File: src/rtl/mc_ctrl_pkg.sv
// mc_ctrl_pkg: opcodes, state encodings, mux codes and control-word type for the multicycle controller
package mc_ctrl_pkg;
    localparam logic [5:0] OP_R    = 6'b000000;
    localparam logic [5:0] OP_J    = 6'b000010;
    localparam logic [5:0] OP_JAL  = 6'b000011;
    localparam logic [5:0] OP_BEQ  = 6'b000100;
    localparam logic [5:0] OP_BNE  = 6'b000101;
    localparam logic [5:0] OP_ADDI = 6'b001000;
    localparam logic [5:0] OP_LW   = 6'b100011;
    localparam logic [5:0] OP_SW   = 6'b101011;

    typedef enum logic [3:0] {
        S_FETCH  = 4'd0,
        S_DECODE = 4'd1,
        S_MEMADR = 4'd2,
        S_MEMRD  = 4'd3,
        S_MEMWB  = 4'd4,
        S_MEMWR  = 4'd5,
        S_EXEC   = 4'd6,
        S_ALUWB  = 4'd7,
        S_BRANCH = 4'd8,
        S_JUMP   = 4'd9,
        S_ADDIEX = 4'd10,
        S_ADDIWB = 4'd11,
        S_JAL    = 4'd12,
        S_TRAP   = 4'd13
    } state_e;

    localparam logic [1:0] ALU_ADD   = 2'd0;
    localparam logic [1:0] ALU_SUB   = 2'd1;
    localparam logic [1:0] ALU_FUNCT = 2'd2;

    localparam logic [1:0] PC_ALU    = 2'd0;
    localparam logic [1:0] PC_ALUOUT = 2'd1;
    localparam logic [1:0] PC_JUMP   = 2'd2;

    localparam logic [1:0] RD_RT  = 2'd0;
    localparam logic [1:0] RD_RD  = 2'd1;
    localparam logic [1:0] RD_R31 = 2'd2;

    localparam logic [1:0] SRCB_B    = 2'd0;
    localparam logic [1:0] SRCB_4    = 2'd1;
    localparam logic [1:0] SRCB_SE   = 2'd2;
    localparam logic [1:0] SRCB_SESH = 2'd3;

    typedef struct packed {
        logic       pc_write;
        logic       pc_write_cond;
        logic       branch_ne;
        logic       iord;
        logic       mem_read;
        logic       mem_write;
        logic       ir_write;
        logic       memto_reg;
        logic       alu_src_a;
        logic       reg_write;
        logic [1:0] reg_dst;
        logic [1:0] alu_src_b;
        logic [1:0] alu_op;
        logic [1:0] pc_source;
        logic       trap;
    } ctrl_t;
endpackage

File: src/rtl/mc_ctrl_decode.sv
// mc_ctrl_decode: combinational state-to-control-word decode
module mc_ctrl_decode
    import mc_ctrl_pkg::*;
(
    input  state_e state_i,
    input  logic   bne_i,
    input  logic   mem_ok_i,
    output ctrl_t  ctrl_o
);
    // Moore decode; the fetch write-enables wait for the memory to deliver the instruction
    always_comb begin
        ctrl_o = '0;
        case (state_i)
            S_FETCH: begin
                ctrl_o.mem_read  = 1'b1;
                ctrl_o.alu_src_b = SRCB_4;
                ctrl_o.ir_write  = mem_ok_i;
                ctrl_o.pc_write  = mem_ok_i;
            end
            S_DECODE: ctrl_o.alu_src_b = SRCB_SESH;
            S_MEMADR, S_ADDIEX: begin
                ctrl_o.alu_src_a = 1'b1;
                ctrl_o.alu_src_b = SRCB_SE;
            end
            S_MEMRD: begin
                ctrl_o.mem_read = 1'b1;
                ctrl_o.iord     = 1'b1;
            end
            S_MEMWB: begin
                ctrl_o.reg_write = 1'b1;
                ctrl_o.memto_reg = 1'b1;
            end
            S_MEMWR: begin
                ctrl_o.mem_write = 1'b1;
                ctrl_o.iord      = 1'b1;
            end
            S_EXEC: begin
                ctrl_o.alu_src_a = 1'b1;
                ctrl_o.alu_op    = ALU_FUNCT;
            end
            S_ALUWB: begin
                ctrl_o.reg_write = 1'b1;
                ctrl_o.reg_dst   = RD_RD;
            end
            S_BRANCH: begin
                ctrl_o.alu_src_a     = 1'b1;
                ctrl_o.alu_op        = ALU_SUB;
                ctrl_o.pc_write_cond = 1'b1;
                ctrl_o.pc_source     = PC_ALUOUT;
                ctrl_o.branch_ne     = bne_i;
            end
            S_JUMP: begin
                ctrl_o.pc_write  = 1'b1;
                ctrl_o.pc_source = PC_JUMP;
            end
            S_ADDIWB: ctrl_o.reg_write = 1'b1;
            S_JAL: begin
                ctrl_o.pc_write  = 1'b1;
                ctrl_o.pc_source = PC_JUMP;
                ctrl_o.reg_write = 1'b1;
                ctrl_o.reg_dst   = RD_R31;
            end
            S_TRAP: ctrl_o.trap = 1'b1;
            default: ctrl_o = '0;
        endcase
    end
endmodule

File: src/rtl/mc_ctrl_fsm.sv
// mc_ctrl_fsm: multicycle CPU control FSM with memory handshake, hold, trap and retire counter
module mc_ctrl_fsm
    import mc_ctrl_pkg::*;
#(
    parameter bit MEM_HANDSHAKE = 1'b1,
    parameter bit TRAP_EN       = 1'b1,
    parameter int CNT_W         = 16
) (
    input  logic             Clk,
    input  logic             Reset,
    input  logic [5:0]       Opcode,
    input  logic             MemReady,
    input  logic             Hold,
    output logic [3:0]       State,
    output logic             PCWrite,
    output logic             PCWriteCond,
    output logic             BranchNe,
    output logic             IorD,
    output logic             MemRead,
    output logic             MemWrite,
    output logic             IRWrite,
    output logic             MemtoReg,
    output logic             ALUSrcA,
    output logic             RegWrite,
    output logic [1:0]       RegDst,
    output logic [1:0]       ALUSrcB,
    output logic [1:0]       ALUOp,
    output logic [1:0]       PCSource,
    output logic             Trap,
    output logic [CNT_W-1:0] InstrCount
);
    state_e           state_q, state_d;
    logic             bne_q, bne_d;
    logic [CNT_W-1:0] cnt_q, cnt_d;
    logic             mem_ok, stall;
    ctrl_t            raw, ctl;

    assign mem_ok = MemReady || !MEM_HANDSHAKE;
    assign stall  = Hold || (!mem_ok && state_q inside {S_FETCH, S_MEMRD, S_MEMWR});

    // Next state, branch flavour capture and retire count; everything freezes while stalled
    always_comb begin
        state_d = state_q;
        bne_d   = bne_q;
        cnt_d   = cnt_q;
        if (!stall) begin
            case (state_q)
                S_FETCH:  state_d = S_DECODE;
                S_DECODE: begin
                    bne_d = Opcode == OP_BNE;
                    case (Opcode)
                        OP_LW, OP_SW:   state_d = S_MEMADR;
                        OP_R:           state_d = S_EXEC;
                        OP_BEQ, OP_BNE: state_d = S_BRANCH;
                        OP_J:           state_d = S_JUMP;
                        OP_ADDI:        state_d = S_ADDIEX;
                        OP_JAL:         state_d = S_JAL;
                        default:        state_d = TRAP_EN ? S_TRAP : S_FETCH;
                    endcase
                end
                S_MEMADR: state_d = Opcode == OP_SW ? S_MEMWR : S_MEMRD;
                S_MEMRD:  state_d = S_MEMWB;
                S_EXEC:   state_d = S_ALUWB;
                S_ADDIEX: state_d = S_ADDIWB;
                S_TRAP:   state_d = S_TRAP;
                S_MEMWB, S_MEMWR, S_ALUWB, S_BRANCH, S_JUMP, S_ADDIWB, S_JAL: begin
                    state_d = S_FETCH;
                    cnt_d   = cnt_q + CNT_W'(1);
                end
                default:  state_d = S_FETCH;
            endcase
        end
    end

    // State, branch flag and counter registers with synchronous reset
    always_ff @(posedge Clk) begin
        if (Reset) begin
            state_q <= S_FETCH;
            bne_q   <= 1'b0;
            cnt_q   <= '0;
        end else begin
            state_q <= state_d;
            bne_q   <= bne_d;
            cnt_q   <= cnt_d;
        end
    end

    mc_ctrl_decode u_decode (
        .state_i  (state_q),
        .bne_i    (bne_q),
        .mem_ok_i (mem_ok),
        .ctrl_o   (raw)
    );

    // Reset silences every output; Hold suppresses only state-changing write enables
    always_comb begin
        ctl = Reset ? '0 : raw;
        if (Hold) begin
            ctl.mem_write     = 1'b0;
            ctl.reg_write     = 1'b0;
            ctl.pc_write      = 1'b0;
            ctl.pc_write_cond = 1'b0;
            ctl.ir_write      = 1'b0;
        end
    end

    assign State       = state_q;
    assign InstrCount  = cnt_q;
    assign PCWrite     = ctl.pc_write;
    assign PCWriteCond = ctl.pc_write_cond;
    assign BranchNe    = ctl.branch_ne;
    assign IorD        = ctl.iord;
    assign MemRead     = ctl.mem_read;
    assign MemWrite    = ctl.mem_write;
    assign IRWrite     = ctl.ir_write;
    assign MemtoReg    = ctl.memto_reg;
    assign ALUSrcA     = ctl.alu_src_a;
    assign RegWrite    = ctl.reg_write;
    assign RegDst      = ctl.reg_dst;
    assign ALUSrcB     = ctl.alu_src_b;
    assign ALUOp       = ctl.alu_op;
    assign PCSource    = ctl.pc_source;
    assign Trap        = ctl.trap;
endmodule

File: config.mk
export PLATFORM = sky130hd
export DESIGN_NAME = mc_ctrl_fsm
export DESIGN_NICKNAME = d
export VERILOG_FILES = /design/src/rtl/mc_ctrl_pkg.sv /design/src/rtl/mc_ctrl_decode.sv /design/src/rtl/mc_ctrl_fsm.sv
export SDC_FILE = /design/constraint.sdc
export NUM_CORES = 1
export LEC_CHECK = 0
export CAP_MARGIN = 5
export CORE_UTILIZATION = 48
export CTS_CLUSTER_SIZE = 14
export DETAILED_ROUTE_END_ITERATION = 10
export PLACE_DENSITY = 0.79
export SYNTH_ARGS = -nofsm -noshare
export SYNTH_HDL_FRONTEND = slang
export SYNTH_HIERARCHICAL = 1
export SYNTH_SLANG_ARGS = --single-unit
File: constraint.sdc
create_clock -name Clk -period 2.7 [get_ports Clk]
set_clock_uncertainty 0.2 [all_clocks]
set_input_delay 0.675 -clock Clk [delete_from_list [all_inputs] [get_ports Clk]]
set_output_delay 0.675 -clock Clk [all_outputs]
set_load 0.03 [all_outputs]
After elaboration in Yosys (flattened, before gate mapping):

Index checks and enable logic that the tools add are counted.

* bits in registers: 21
* latch bits: 0
* RAM bits: 0
* memory bits (read-only): 0
* input bits: 10
* memories: 0

* add/sub/neg operators: 1
* $mul: 0
* div/mod/pow operators: 0
* magnitude comparators: 0
* eq/ne operators: 20
* shift operators: 0
* mux-type cells: 21
* bitwise operators: 1
* reductions and logical operators: 17

Operator list (count)
* 4-bit case mux with 7 select lines: 1
* 4-bit equality test, second input constant: 6
* 4-bit case mux with 6 select lines: 1
* 19-bit two-way mux: 1
* 16-bit by 1-bit adder with 16-bit output, second input constant: 1
* 4-bit by 3-bit equality test with 1-bit output, second input constant: 4
* 6-bit by 2-bit equality test with 1-bit output, second input constant: 2
* 6-bit by 3-bit equality test with 1-bit output, second input constant: 2
* 6-bit equality test, second input constant: 2
* 2-bit case mux with 2 select lines: 3
* 2-bit OR reduction: 6
* 1-bit two-way mux: 9
* 4-bit by 2-bit equality test with 1-bit output, second input constant: 2
* 4-bit OR reduction: 2
* 7-bit OR reduction: 1
* 6-bit by 4-bit equality test with 1-bit output, second input constant: 1
* 6-bit logical NOT: 1
* 2-bit two-way mux: 3
* 2-bit case mux with 3 select lines: 1
* 4-bit by 1-bit equality test with 1-bit output, second input constant: 1
* 4-bit logical NOT: 1
* 2-bit AND reduction: 2
* 3-bit two-way mux: 1
* 3-bit nonzero test: 1
* other kinds (5): 5

Longest topological paths before layout:

Gate-level depths: netlist (run 1).

* depth after elaboration: 6
* depth in mapped cells: 7
* gate-level depth less buffers: 5

By module:

The synthesis (run 1) kept the hierarchy.

By module, submodules not included
* mc_ctrl_fsm: times used 1, cells each 181, area each 1405.1 um^2
* mc_ctrl_decode: times used 1, cells each 41, area each 272.8 um^2

Least setup slack after synthesis (run 1):

No wires, ideal clock.

* kind: reg2out
* start point: register state_q[3], in the netlist State[3]
* end point: output port ALUOp[0]
* arrival time: 1678 ps
* required time: 1825 ps
* slack: 147 ps
* cell stages (with the launch flop): 6
* cell sequence: dfxtp_1 > buf_2 > nand2b_1 > nor2_1 > buf_4 > nor2b_1

RTL lines
* from (decl): line mc_ctrl_fsm.sv:32 `state_e state_q, state_d;`
* from (signal assigned): line mc_ctrl_fsm.sv:82 `state_q <= state_d;`
* to (decl): line mc_ctrl_fsm.sv:27 `output logic [1:0] ALUOp,`

==> out/results.txt, run 1 <==
Status: finished, final reports clean
Post-route DRC violation count: 0
R2R Path Start: State[1]$_SDFFE_PP0N_
Synth Area per Inst: 7.558 um2
Crit path buffers/inverters: 2
Synth top area cells: dfxtp_1 25%, nor2b_1 6.0%, nor2_1 5.8%
Yosys top cell by area: dfxtp_1
Total global routing overflow: 0
WP data required: 1.82 ns
Starting density of the core: 50.28%
Routed WL: 3865 um
Share of async-settable or async-resettable flops after synthesis: 0%
Unrepaired setup endpoints after global routing: false
CTS root buf: clkbuf_4
Die Span X: 61.13 um
DP HPWL: 2922 um
Critical-path top delay cell: or3b_4
Final Cycle Share: 97.46%
Num CTS Buffers: 3
Warnings from Yosys: 6
Register clock-pin slew on the reported worst setup and hold paths: 0.12 ns
Post-CTS setup buffers: 0
Antenna Cells: 0
Crit path launch type: input port
Pwr dens: 328.7 nW/um2
Hold Path Class: flip-flop to flip-flop
Fmax: 380.0 MHz
Synth Register Bits: 21
Synth Instances: 222
Largest net degree at the start of global routing: 26
Hold Path Depth: 2
First-pass GRT wire length: 6147 um
# IOs: 49
Crit-path cells: dlygate4sd2_1, or3b_4, a221oi_2, and2_1, buf_6
Die extent in y: 61.13 um
Worst Hold Slack: 0.3108 ns
Average routed wire per standard cell: 11.97 um
Overall Global Routing Usage: 21.18%
Hold_sp: InstrCount[15]$_SDFFE_PP0P_
Seq/Total Area, Yosys: 25.06%
Synth top area share: 25.06%
Worst-Skew Late Latency: 0.30 ns
Initial antenna violation count: 0
Total of max-cap violations: 0
Final core utilization: 67.60%
Core outline area: 3337 um2
Final Worst Setup Slack: 0.06862 ns
DR pass1 iterations: 4
Synth Flop Type: dfxtp_1
Cell Area, Synth: 1678 um2
Critical Path AT: 1.76 ns
Peak supply drop: 0.2437 mV
Critical path class: input port to output pin
Iter 0 DRT Violations: 82
Hold EP: InstrCount[15]$_SDFFE_PP0P_
Setup Viol. Count Final: 0
Number of placement rows: 21
Least-Margin Pin Slew: 0.6051 ns
CTS tree: yes
Antenna Nets Post-Route: 0
Worst setup EP type: output pin
Final worst path period need: 2.631 ns
Layout cell share with drive strength beyond 1: 19.49%
Worst R2R Path Depth: 6
Net Count, Synth: 233
Via count: 1713
R2R Setup Slk: 0.29 ns
Slowest stage delay, CP: 0.38 ns
Max-slew headroom: 58.61%
P_leak: 0.8582 nW
Fin. Hold Viols: 0
Htree depth: 1
CP max FO: 2
Layout overhead on the synthesized area: 34.45%
Setup TNS: 0 ns
Count leader, synth: nor2_1
Die ar.: 3736 um2
Number of port buffers: 48
Top cells by count, synth: 26 x nor2_1, 21 x dfxtp_1, 16 x a21oi_1, 16 x nor2b_1, 13 x o21ai_0
Final Slew Violations: 0
Vias in the first global route: 1442
Vias per cell: 5.303
Critical path's top delay family: simple AND/OR/NAND/NOR gates
Count of cell types in the netlist: 45
Clk sink count: 21
Reg-to-Reg End: InstrCount[14]$_SDFFE_PP0P_
Pre-CTS setup slack: -0.2072 ns
Max Buffers Root-to-Sink: 2
Global placement routability congestion: 0.7948
Post-synth EDFFs: 0
Final nets: 289
cell families (layout without fill, tap and decap cells):
logic type               after synthesis  after routing  synth area share, %
buffers and inverters                 19             74                6.339
flip-flops                            21             21                25.06
adder cells (fa/ha/maj)                1              1               0.7456
AND/OR/NAND/NOR                      118            118                39.97
multiplexers                           4              4                2.386
AO/OA/AOI/OAI                         46             46                18.72
XOR/XNOR                              13             13                6.786
layout by cell type, fill, tap and decap left out, types with 4 or more instances in the layout:
cell type / n
and2_1: 11
clkdlybuf4s50_1: 28
or3_1: 7
nand2b_1: 11
buf_4: 38
o21ai_0: 13
nand4_1: 5
nor2b_1: 16
nor3_1: 6
nand3_1: 6
and3_1: 4
xnor2_1: 5
a21oi_1: 16
xor2_1: 8
nor2_1: 26
mux2i_1: 4
dfxtp_1: 18
nand2_1: 12
layer usage:
metal | vias to the layer above | global-route usage [%] | share of wire, %
li1 | 887 | - | -
met1 | 766 | 26.98 | 47
met2 | 56 | 37.42 | 46
met3 | 4 | 2.731 | 5.4
met4 | 0 | 5.844 | 0.80
met5 | - | 0 | 0
through the flow:
stage               cell area, um2  cells  power, mW
finish                        2256    323     0.7415
detailed placement            2220    319     0.5928
floorplan                     1678    222     0.5131
CTS                           2253    323     0.7425
global route                  2256    323     0.7883
global placement              2220    319     0.5904
report_power, final:
group	total, mW	internal, mW	leakage [nW]	switching [mW]
combinational	0.254	0.118	0.670	0.136
sequential	0.337	0.317	0.171	0.0199
clock	0.151	0.0552	0.0177	0.0960
total	0.741	0.490	0.858	0.252
sequential cells by signal, indices dropped and copies added (netlist names):
signal	count
InstrCount	16
bne_q	1
State	4
worst register-to-register path: cells and delay by family, from the launching register on:
family          cells  cell delay (ns)
flops               1             0.55
compound gates      3             0.68
buf+inv             1             0.24
simple gates        2             0.70
repair_timing:
item	in CTS	in global routing
pin swaps	2	2
setup endpoints to repair	3	13
hold buffers	0	0
resized for setup	4	2
final cells by class:
class / count / area (um2)
clock buffer: 3 / 22.52
clock inverter: 1 / 5.005
fill: 305 / 1081
inverter: 2 / 7.507
multi-input combinational: 182 / 1154
sequential: 21 / 424.2
tap: 46 / 57.56
timing repair buffer: 68 / 585.6
how the worst max path moves through the flow:
| stage | from | end | slack (ns) | cells past startpoint |
|---|---|---|---|---|
| 2_1_floorplan | State[3]$_SDFFE_PP0N_ | ALUOp[0] | 0.15 | 5 |
| 3_3_place_gp | MemReady | PCWrite | -0.20 | 5 |
| 3_5_place_dp | MemReady | PCWrite | -0.21 | 5 |
| 4_1_cts | MemReady | PCWrite | 0.04 | 5 |
| 5_1_grt | MemReady | PCWrite | 0.0002 | 5 |
| 6_report | MemReady | PCWrite | 0.07 | 5 |
Power figures use the tool's default switching activity.
==> run 2, diff against run 1 <==
CORE_MARGIN = 10   (was default)
==> run 2 against run 1 <==
Compared with the run above: die area grew 68%; maximum frequency increased by 1.1%; final area about the same; utilization fell by 0.49 points; final cell count did not move; highest routed layer unchanged; setup slack improved by 0.028 ns; sequential power is essentially flat; critical endpoint unchanged; wire length up 11%; clock power rose by 7%; worst hold slack worse by 0.0086 ns; critical path depth did not move; via count decreased by 1.5%.
==> out/results.txt, run 2 (synthesis gave the netlist of run 1 again) <==
Reg-to-Reg End: InstrCount[14]$_SDFFE_PP0P_
Register area: 424.2 um2
Vias in the first global route: 1512
CTS tree: yes
Routed WL: 4307 um
FILL cells: 307
Final Cycle Share: 96.41%
Switch Pwr: 0.2619 mW
Post-CTS setup buffers: 0
Die ar.: 6261 um2
Vias per cell: 5.223
Crit-path cells: clkdlybuf4s15_1, or3b_1, a221oi_2, and2_1, buf_6
Commonest non-fill, non-tap cell in the layout: buf_4
Layout overhead on the synthesized area: 34.53%
P_leak: 0.8582 nW
# IOs: 49
Initial antenna violation count: 0
Crit path launch type: input port
Layout cell share with drive strength beyond 1: 19.49%
DP HPWL: 3359 um
R2R Setup Slk: 0.37 ns
Post-route DRC violation count: 0
Most frequent cells in the layout: 38 x buf_4, 28 x clkdlybuf4s50_1, 25 x nor2_1
Global placement routability congestion: 0.8557
Overall Global Routing Usage: 13.13%
Hold Path Class: flip-flop to flip-flop
Final Slew Violations: 0
Average routed wire per standard cell: 13.33 um
Via count: 1687
Post-route cell area: 2257 um2
Seq pwr share: 44.5%
Setup TNS: 0 ns
Htree depth: 1
WP data required: 1.82 ns
Register clock-pin slew on the reported worst setup and hold paths: 0.12 ns
Crit path buffers/inverters: 2
Sw Share: 34.83%
Worst setup EP type: output pin
Antenna Cells: 0
Pwr dens: 333.1 nW/um2
Hold EP: InstrCount[15]$_SDFFE_PP0P_
Clk sink count: 21
Unrepaired setup endpoints after global routing: false
CTS root buf: clkbuf_4
Setup Viol. Count Final: 0
Final worst path period need: 2.603 ns
Die Span X: 79.13 um
Max-slew headroom: 64.80%
CP max FO: 2
Least-Margin Pin Slew: 0.5147 ns
Num CTS Buffers: 3
Clock power frac: 21.4%
Total global routing overflow: 0
Final nets: 289
First-pass GRT wire length: 7093 um
Core outline area: 3363 um2
Die extent in y: 79.13 um
Starting density of the core: 49.89%
Antenna Nets Post-Route: 0
Worst R2R Path Depth: 6
Critical Path AT: 1.73 ns
Critical path class: input port to output pin
Power Internal: 0.4899 mW
Placed Area: 2220 um2
Number of port buffers: 48
Peak supply drop: 0.2827 mV
Multi-input logic area: 1154 um2
Setup crit start: MemReady
Combinational power share: 34.1%
Largest net degree at the start of global routing: 22
Critical path's top delay family: simple AND/OR/NAND/NOR gates
Fin. Hold Viols: 0
Iter 0 DRT Violations: 59
Hold_sp: InstrCount[15]$_SDFFE_PP0P_
Hold Path Depth: 2
Worst-Skew Late Latency: 0.32 ns
R2R Path Start: State[1]$_SDFFE_PP0N_
Max FFs per register: 16
Status: finished, final reports clean
Number of placement rows: 21
Total of max-cap violations: 0
Fmax: 384.2 MHz
Critical-path top delay cell: or3b_1
Max Buffers Root-to-Sink: 2
DR pass1 iterations: 4
Slowest stage delay, CP: 0.36 ns
run 2: cell count changes in the layout (fill, tap and decap cells not counted):
cell	before	now
or3b_1	2	3
nor2_2	0	1
nor2_1	26	25
or3b_4	1	0
dlygate4sd2_1	1	0
clkdlybuf4s15_1	0	1
run 2: area by class of cell:
class	count	area share, %
Timing Repair Buffer	68	26.00
Tap cell	46	2.550
Clock inverter	1	0.2217
Sequential cell	21	18.79
Clock buffer	3	0.9978
Inverter	2	0.3326
Multi-Input combinational cell	182	51.11
run 2: worst min-delay path, cell delays in order (launching register included):
cell and delay (ns):
dfxtp_1 0.34, o21ai_0 0.07, a21oi_1 0.06
run 2: what timing repair did:
action	in CTS	in global routing
hold buffers	0	0
endpoints found under the setup margin	2	17
pin swaps	1	1
resized for setup	2	5
run 2: layer usage:
| metal | vias up | share of wire, % | track usage, % |
|---|---|---|---|
| li1 | 891 | - | - |
| met3 | 7 | 6.7 | 3.153 |
| met4 | 0 | 1.9 | 5.376 |
| met5 | - | 0 | 0 |
| met1 | 746 | 45 | 16.27 |
| met2 | 43 | 46 | 21.21 |
run 2: through the flow:
stage               power [mW]  instances  setup WS (ns)  utilization (%)  hold WS (ns)
floorplan               0.5131        222         0.1472                -        0.2604
global placement        0.5936        319        -0.2013            66.00        0.2794
detailed placement      0.5966        319        -0.2132            66.00        0.2875
CTS                     0.7544        323      0.0007515            66.89        0.3051
global route            0.7926        323        0.02061            67.11        0.3240
finish                  0.7518        323        0.09694            67.11        0.3022
run 2: how the worst max path moves through the flow:
stage | to | slack [ns] | cells after the start
6_report | PCWrite | 0.1 | 5
5_1_grt | PCWrite | 0.02 | 5
4_1_cts | PCWrite | 0.0008 | 4
3_5_place_dp | InstrCount[14]$_SDFFE_PP0P_ | -0.21 | 7
3_3_place_gp | PCWrite | -0.20 | 5
2_1_floorplan | ALUOp[0] | 0.15 | 5
run 2: power by group through the flow:
stage	logic (mW)	clock network, mW	registers, mW
floorplan	0.171	0	0.342
global placement	0.253	0	0.340
detailed placement	0.256	0	0.341
CTS	0.257	0.164	0.334
global route	0.280	0.175	0.338
finish	0.256	0.161	0.335
==> run 3, diff against run 2 <==
CELL_PAD_IN_SITES_DETAIL_PLACEMENT = 0   (was default)
CELL_PAD_IN_SITES_GLOBAL_PLACEMENT = 1   (was default)
CORE_MARGIN = 2   (was 10)
CORE_UTILIZATION = 34   (was 48)
PLACE_DENSITY = 0.78   (was 0.79)
==> run 3 against run 2 <==
Compared with the run above: flip-flop and latch count stayed put; critical endpoint unchanged; via count up 3.3%; wire length down 3.7%; sequential share of layout area shrank 0.82 points; worst hold slack got worse by 0.013 ns; first-iteration DRC count is 44% higher; utilization fell by 17 points; clock power is 27% higher.
==> out/results.txt, run 3 (synthesis gave the netlist of run 1 again) <==
Status: finished, final reports clean
Setup Viol. Count Final: 0
Total of max-cap violations: 0
Antenna Nets Post-Route: 0
Critical Path AT: 1.75 ns
Via count: 1743
CTS root buf: clkbuf_8
Number of port buffers: 48
Die extent in y: 74.25 um
Clk sink count: 21
Max-slew headroom: 67.96%
Worst-Skew Late Latency: 0.26 ns
Final worst path period need: 2.628 ns
Overall Global Routing Usage: 15.40%
DR pass1 iterations: 4
Least-Margin Pin Slew: 0.4685 ns
Fin. Hold Viols: 0
Max FFs per register: 16
Starting density of the core: 35.29%
Final core utilization: 49.63%
Worst setup EP type: output pin
Post-CTS setup buffers: 0
Crit path launch type: input port
First-pass GRT wire length: 6872 um
Antenna Cells: 0
Global placement routability congestion: 0.7806
Pwr dens: 341.1 nW/um2
Vias in the first global route: 1525
Slowest stage delay, CP: 0.37 ns
Final Slew Violations: 0
Die ar.: 5513 um2
WP data required: 1.82 ns
Cts hold-fix bufs: 0
Crit-path cells: clkdlybuf4s15_1, or3b_1, a221oi_2, and2_1, buf_6
Layout overhead on the synthesized area: 40.64%
Layout cell share with drive strength beyond 1: 21.40%
Fmax: 380.6 MHz
Final Worst Setup Slack: 0.07233 ns
Final nets: 297
CP max FO: 3
Htree depth: 1
Iter 0 DRT Violations: 85
Pre-CTS setup slack: -0.2247 ns
Commonest non-fill, non-tap cell in the layout: buf_4
DP HPWL: 3247 um
Final Cycle Share: 97.32%
Number of placement rows: 25
CTS tree: yes
Max Buffers Root-to-Sink: 2
Critical path class: input port to output pin
Die Span X: 74.25 um
P_leak: 0.9062 nW
Average routed wire per standard cell: 11.78 um
Num CTS Buffers: 3
Peak supply drop: 0.1329 mV
Post-route cell area: 2360 um2
Register clock-pin slew on the reported worst setup and hold paths: 0.08 ns
Hold Path Class: flip-flop to flip-flop
Initial antenna violation count: 0
# IOs: 49
Vias per cell: 4.952
Post-route DRC violation count: 0
Setup TNS: 0 ns
Largest net degree at the start of global routing: 22
Unrepaired setup endpoints after global routing: false
FILL cells: 487
Core outline area: 4755 um2
Total global routing overflow: 0
Critical-path top delay cell: or3b_1
Placed Area: 2306 um2
Most frequent cells in the layout: 46 x buf_4, 28 x clkdlybuf4s50_1, 26 x nor2_1
Routed WL: 4147 um
run 3: cell count changes in the layout (fill, tap and decap cells not counted):
cell	change
buf_4	+8
clkbuf_4	-3
clkbuf_8	+3
nor2_1	+1
nor2_2	-1
run 3: per-stage QoR:
stage,hold WS (ns),power [mW],cells
2_1_floorplan,0.2604,0.5131,222
3_3_place_gp,0.2755,0.6061,348
3_5_place_dp,0.2801,0.6071,348
4_1_cts,0.2914,0.8136,352
5_1_grt,0.3390,0.8565,352
6_report,0.2888,0.8049,352
run 3: worst max-delay path, delay by kind of cell:
family          cells  cell delay (ns)
compound gates      1             0.21
buf+inv             2             0.33
simple gates        2             0.54
run 3: area by class of cell:
type	instances	area, um2	area share, %
sequential	21	424.2	17.97
inverter	2	7.507	0.3181
clock inverter	1	5.005	0.2121
timing repair buffer	76	646.9	27.41
clock buffer	3	41.29	1.750
tap	67	83.83	3.552
multi-input combinational	182	1151	48.78
run 3: per-layer routing:
layer | GRT usage, % | wire [um]
met1 | 20.64 | 2094
met2 | 26.98 | 1858
met3 | 0.8130 | 169
met4 | 4.167 | 25
met5 | 0 | 0
run 3: worst paths after layout:
check	start	endpoint	slack [ns]	cells past startpoint
max	MemReady	PCWrite	0.07	5
min	InstrCount[15]$_SDFFE_PP0P_	InstrCount[15]$_SDFFE_PP0P_	0.29	2
max reg2reg	State[2]$_SDFFE_PP0N_	bne_q$_SDFFE_PP0P_	0.40	7
min reg2reg	InstrCount[15]$_SDFFE_PP0P_	InstrCount[15]$_SDFFE_PP0P_	0.29	2
run 3: where the power goes:
group / total, mW / internal [mW] / leakage, nW / switching (mW)
Sequential: 0.337 / 0.317 / 0.171 / 0.0200
Combinational: 0.264 / 0.125 / 0.710 / 0.139
Clock: 0.204 / 0.103 / 0.0255 / 0.102
Total: 0.805 / 0.544 / 0.906 / 0.261
run 3: repair_timing:
action | 4_1_cts | 5_1_grt
hold endpoints to repair | 0 | 0
gates resized for setup | 3 | 3
pin swaps | 1 | 1
endpoints found under the setup margin | 2 | 11
